[src/rtl/apb_master_bridge.sv]
// Single-outstanding APB initiator: command -> SETUP -> ACCESS -> one-cycle response; 3 cycles accept-to-response plus wait states.
// cmd_ready is low from accept until the response cycle; responses have no backpressure; PREADY waits are bounded by TIMEOUT_CYCLES.
module apb_master_bridge #(
  parameter int DATA_WIDTH     = 32,
  parameter int ADDR_WIDTH     = 32,
  parameter int TIMEOUT_CYCLES = 256
) (
  input  logic                  PCLK,
  input  logic                  PRESETn,
  input  logic                  cmd_valid,
  output logic                  cmd_ready,
  input  logic                  cmd_write,
  input  logic [ADDR_WIDTH-1:0] cmd_addr,
  input  logic [DATA_WIDTH-1:0] cmd_wdata,
  output logic                  rsp_valid,
  output logic [DATA_WIDTH-1:0] rsp_rdata,
  output logic                  rsp_error,
  output logic                  rsp_timeout,
  output logic                  busy,
  output logic                  PSELx,
  output logic                  PENABLE,
  output logic                  PWRITE,
  output logic [ADDR_WIDTH-1:0] PADDR,
  output logic [DATA_WIDTH-1:0] PWDATA,
  input  logic [DATA_WIDTH-1:0] PRDATA,
  input  logic                  PREADY,
  input  logic                  PSLVERR
);

  typedef enum logic [1:0] {IDLE, SETUP, ACCESS} state_t;

  localparam logic [15:0] TO_LIMIT = 16'(TIMEOUT_CYCLES);
  localparam bit          TO_EN    = (TIMEOUT_CYCLES != 0);

  state_t                state, state_nxt;
  logic [15:0]           wait_cnt, wait_cnt_nxt;
  logic                  cmd_ready_nxt, busy_nxt, psel_nxt, penable_nxt, pwrite_nxt;
  logic [ADDR_WIDTH-1:0] paddr_nxt;
  logic [DATA_WIDTH-1:0] pwdata_nxt, rsp_rdata_nxt;
  logic                  rsp_valid_nxt, rsp_error_nxt, rsp_timeout_nxt;
  logic [15:0]           wait_inc;

  assign wait_inc = wait_cnt + 16'd1;

  always_ff @(posedge PCLK or negedge PRESETn) begin
    if (!PRESETn) begin
      state       <= IDLE;
      wait_cnt    <= '0;
      cmd_ready   <= 1'b1;
      busy        <= 1'b0;
      PSELx       <= 1'b0;
      PENABLE     <= 1'b0;
      PWRITE      <= 1'b0;
      PADDR       <= '0;
      PWDATA      <= '0;
      rsp_valid   <= 1'b0;
      rsp_rdata   <= '0;
      rsp_error   <= 1'b0;
      rsp_timeout <= 1'b0;
    end else begin
      state       <= state_nxt;
      wait_cnt    <= wait_cnt_nxt;
      cmd_ready   <= cmd_ready_nxt;
      busy        <= busy_nxt;
      PSELx       <= psel_nxt;
      PENABLE     <= penable_nxt;
      PWRITE      <= pwrite_nxt;
      PADDR       <= paddr_nxt;
      PWDATA      <= pwdata_nxt;
      rsp_valid   <= rsp_valid_nxt;
      rsp_rdata   <= rsp_rdata_nxt;
      rsp_error   <= rsp_error_nxt;
      rsp_timeout <= rsp_timeout_nxt;
    end
  end

  // Every output is computed one cycle early here so the flops above present it registered.
  always_comb begin
    state_nxt       = state;
    wait_cnt_nxt    = wait_cnt;
    cmd_ready_nxt   = cmd_ready;
    busy_nxt        = busy;
    psel_nxt        = PSELx;
    penable_nxt     = PENABLE;
    pwrite_nxt      = PWRITE;
    paddr_nxt       = PADDR;
    pwdata_nxt      = PWDATA;
    rsp_valid_nxt   = 1'b0;
    rsp_rdata_nxt   = rsp_rdata;
    rsp_error_nxt   = rsp_error;
    rsp_timeout_nxt = rsp_timeout;

    case (state)
      IDLE: begin
        if (cmd_valid && cmd_ready) begin
          state_nxt     = SETUP;
          cmd_ready_nxt = 1'b0;
          busy_nxt      = 1'b1;
          psel_nxt      = 1'b1;
          penable_nxt   = 1'b0;
          pwrite_nxt    = cmd_write;
          paddr_nxt     = cmd_addr;
          pwdata_nxt    = cmd_wdata;
        end
      end
      SETUP: begin
        state_nxt    = ACCESS;
        penable_nxt  = 1'b1;
        wait_cnt_nxt = '0;
      end
      ACCESS: begin
        if (PREADY) begin
          state_nxt       = IDLE;
          cmd_ready_nxt   = 1'b1;
          busy_nxt        = 1'b0;
          psel_nxt        = 1'b0;
          penable_nxt     = 1'b0;
          rsp_valid_nxt   = 1'b1;
          rsp_rdata_nxt   = PWRITE ? '0 : PRDATA;
          rsp_error_nxt   = PSLVERR;
          rsp_timeout_nxt = 1'b0;
        end else if (TO_EN && (wait_inc == TO_LIMIT)) begin
          // This is the K-th stalled ACCESS cycle; PREADY=1 above already took priority.
          state_nxt       = IDLE;
          cmd_ready_nxt   = 1'b1;
          busy_nxt        = 1'b0;
          psel_nxt        = 1'b0;
          penable_nxt     = 1'b0;
          rsp_valid_nxt   = 1'b1;
          rsp_rdata_nxt   = '0;
          rsp_error_nxt   = 1'b1;
          rsp_timeout_nxt = 1'b1;
        end else begin
          wait_cnt_nxt = wait_inc;
        end
      end
      default: begin
        state_nxt = IDLE;
      end
    endcase
  end

endmodule

[config.mk]
export PLATFORM = sky130hd
export DESIGN_NAME = apb_master_bridge
export DESIGN_NICKNAME = d
export VERILOG_FILES = /design/src/rtl/apb_master_bridge.sv
export SDC_FILE = /design/constraint.sdc
export NUM_CORES = 1
export LEC_CHECK = 0
export CAP_MARGIN = 20
export CORE_MARGIN = 10
export CORE_UTILIZATION = 43
export DETAILED_ROUTE_END_ITERATION = 10
export PLACE_DENSITY = 0.8
export SLEW_MARGIN = 10
export SYNTH_ARGS = -nofsm -noshare
export SYNTH_HDL_FRONTEND = slang
export SYNTH_SLANG_ARGS = --single-unit
[constraint.sdc]
create_clock -name PCLK -period 3.5 [get_ports PCLK]
set_clock_uncertainty 0.05 [all_clocks]
set_input_delay 0.7 -clock PCLK [delete_from_list [all_inputs] [get_ports PCLK]]
set_output_delay 0.7 -clock PCLK [all_outputs]
set_load 0.01 [all_outputs]
==> run metrics <==
status=completed; post-route ant nets=0; std cell rows=39; Die X=129 um; Post-Syn Instances=slightly above 400; initial DRC count=about 330; count of flip-flops with a built-in enable after synthesis=0; Placer Congestion=about 0.85; Placed Cells incl. Taps=about 730; Leak=approximately 3.3 nW; gr usage total=around a fifth; DP HPWL=between 10 and 15 mm; Slew HR=between 40 and 50%; Initial Util=~44%; Wirelength per Cell=~21 um; worst endpoint required time=around 3700 ps; die area=roughly 17000 um2; Clock Latency Late Sink=~410 ps; layout cells sized above 1=around 18%; VDD IR-drop max=0.000576 V; TNS Setup=0 ps; crit share post-route=around 90%; DR vias=~4100; die height=around 130 um; Mapped Area=between 5000 and 6000 um2; Area Overhead vs Synth=53.6%; largest area contributor in the netlist=dfrtp_1; H-tree depth=4; Synth async-reset ratio=100%; Setup CP Type=reg -> reg; root buf cell=clkbuf_16; number of global-route vias before repair=between 4000 and 5000; Netlist cell types=51; Synth Area per Inst=around 13 um2; # fillers=822; GRT Residual Overflow=0; core area=about 12000 um2; CTS Buf Count=17; Layout Cells excl Fill=about 760; io pins=about 210; Startpoint Class=flop; CTS tree=done; most common cell after layout, fill and taps aside=clkdlybuf4s50_1; first-pass GRT wire length=between 20 and 30 mm; pwr/cell area=898 nW/um2; most frequent cells in the layout=clkdlybuf4s50_1 (204), dfrtp_1 (120), mux2_2 (65), a22o_1 (32), nand2_1 (20); Post-CTS Hold Buffers=0; via/cell ratio=roughly 5.4; critical path peak fanout=27; Yosys reg bits=121; Synth top area share=58.6%; Syn Nets=a little over 500; Num Clock Sinks=roughly 120; Crit. End Element=flop; Max Freq=319 MHz; nets=between 700 and 800; Pins Over Slew Limit=0; Port Buffers=205; Setup Viol. Count Final=0; initial antenna violation count=0; maxcap violations=0; minimum clock period=~3100 ps; worst slew pin tran=between 800 and 900 ps; largest net degree at the start of global routing=65; Primary FF master, synth=dfrtp_1; sequential share of the synthesized area=59.1%; top cells by area, synth=dfrtp_1 (59%), mux2_2 (14%), a22o_1 (5.5%); ANT cells=0; Pre-Repair DR Iteration Count=4; drt drc=0; WL final=around 16 mm; Critical Path AT=around 3400 ps; # Post-CTS Setup Buffers=0; largest buffer count on any clock path=2; Clock Pin Slew Worst Setup and Hold Paths=approximately 50 ps; HP Class=in -> async; CTS resizes=0; RSZ-0062 raised after global routing=no; number of synthesis warnings=0; Final Hold Fails=0
==> where the power goes <==
part | internal (mW) | total (mW) | switching (mW)
Combinational | 1.69 | 2.86 | 1.17
Clock | 1.17 | 1.77 | 0.602
Sequential | 2.02 | 2.44 | 0.418
==> per-layer routing <==
metal	global-route usage [%]	share of wire, %	up-vias
met1	19.7	34	2012
met2	32.8	50	191
li1	-	-	1877
met3	11.7	13	26
met4	8.56	2.5	0
met5	0	0	-
==> cells by family after synthesis <==
| family | Yosys count | share of synthesized area (%) |
|---|---|---|
| DFF | 121 | 59.1 |
| and+or+nand+nor | 105 | 10.9 |
| AOI/OAI and AO/OA | 72 | 10.9 |
| muxes | 68 | 15.0 |
| buffers and inverters | 39 | 3.52 |
| adders and majority gates | 2 | 0.488 |
| xor gates and xnor gates | 1 | 0.171 |
==> per-stage QoR <==
| step | hold WS [ps] | power [mW] | util, % | setup slack (ps) | cell area [um2] |
|---|---|---|---|---|---|
| 3_3_place_gp | 416 | 5.24 | 62.9 | 544 | 7270 |
| 6_report | 312 | 7.07 | 68.1 | 363 | 7870 |
| 3_5_place_dp | 419 | 5.34 | 62.9 | 415 | 7270 |
| 4_1_cts | 333 | 7.16 | 68.1 | 387 | 7870 |
| 2_1_floorplan | 354 | 3.63 | - | 1050 | 5120 |
| 5_1_grt | 363 | 7.45 | 68.1 | 108 | 7870 |
==> synth_stat cells, drive strengths merged, types with 2 or more instances <==
cell type	n
or4	5
ha	2
and3	3
mux2	66
clkbuf	18
nand2	20
or3	5
nor4	4
nand4	5
buf	16
nor3	13
a22o	32
nor3b	2
dfrtp	120
o211ai	7
nor2b	3
o22ai	2
a21oi	5
mux2i	2
nand3	18
o21ai	16
nor2	20
inv	4
==> final cells by class <==
cell class	instances	area, um2	share of cell area (%)
clock buffer	24	482	6.12
clock inverter	8	118	1.49
tap	143	179	2.27
multi-input combinational	248	1920	24.4
timing repair buffer	212	2130	27.0
inverter	5	18.8	0.238
sequential	121	3030	38.5
==> worst paths after layout <==
kind	startpoint	endpoint	slack, ps	cells past startpoint
max in group asynchronous	PRESETn	cmd_ready	2280	2
min in group PCLK	cmd_ready	cmd_ready	430	2
setup reg to reg	wait_cnt[0]	rsp_rdata[12]	360	9
setup / recovery	wait_cnt[0]	rsp_rdata[12]	360	9
hold reg to reg	cmd_ready	cmd_ready	430	2
hold / removal	PRESETn	wait_cnt[12]	310	1
==> registers in the layout (all words and copies together), names as in the netlist, 2 cells and up <==
name       count
PWDATA        32
wait_cnt      16
PADDR         32
rsp_rdata     32
state          2
==> critical path: stages (launching register included) <==
cell and delay, ps:
dfrtp_1 450, ha_1 290, and4_1 310, nand4_1 180, nor3_1 390, o22ai_4 150, o21bai_4 370, nand2_1 320
buf_12 260, a22o_1 240
Note: power is estimated with default switching activity, not from simulation.
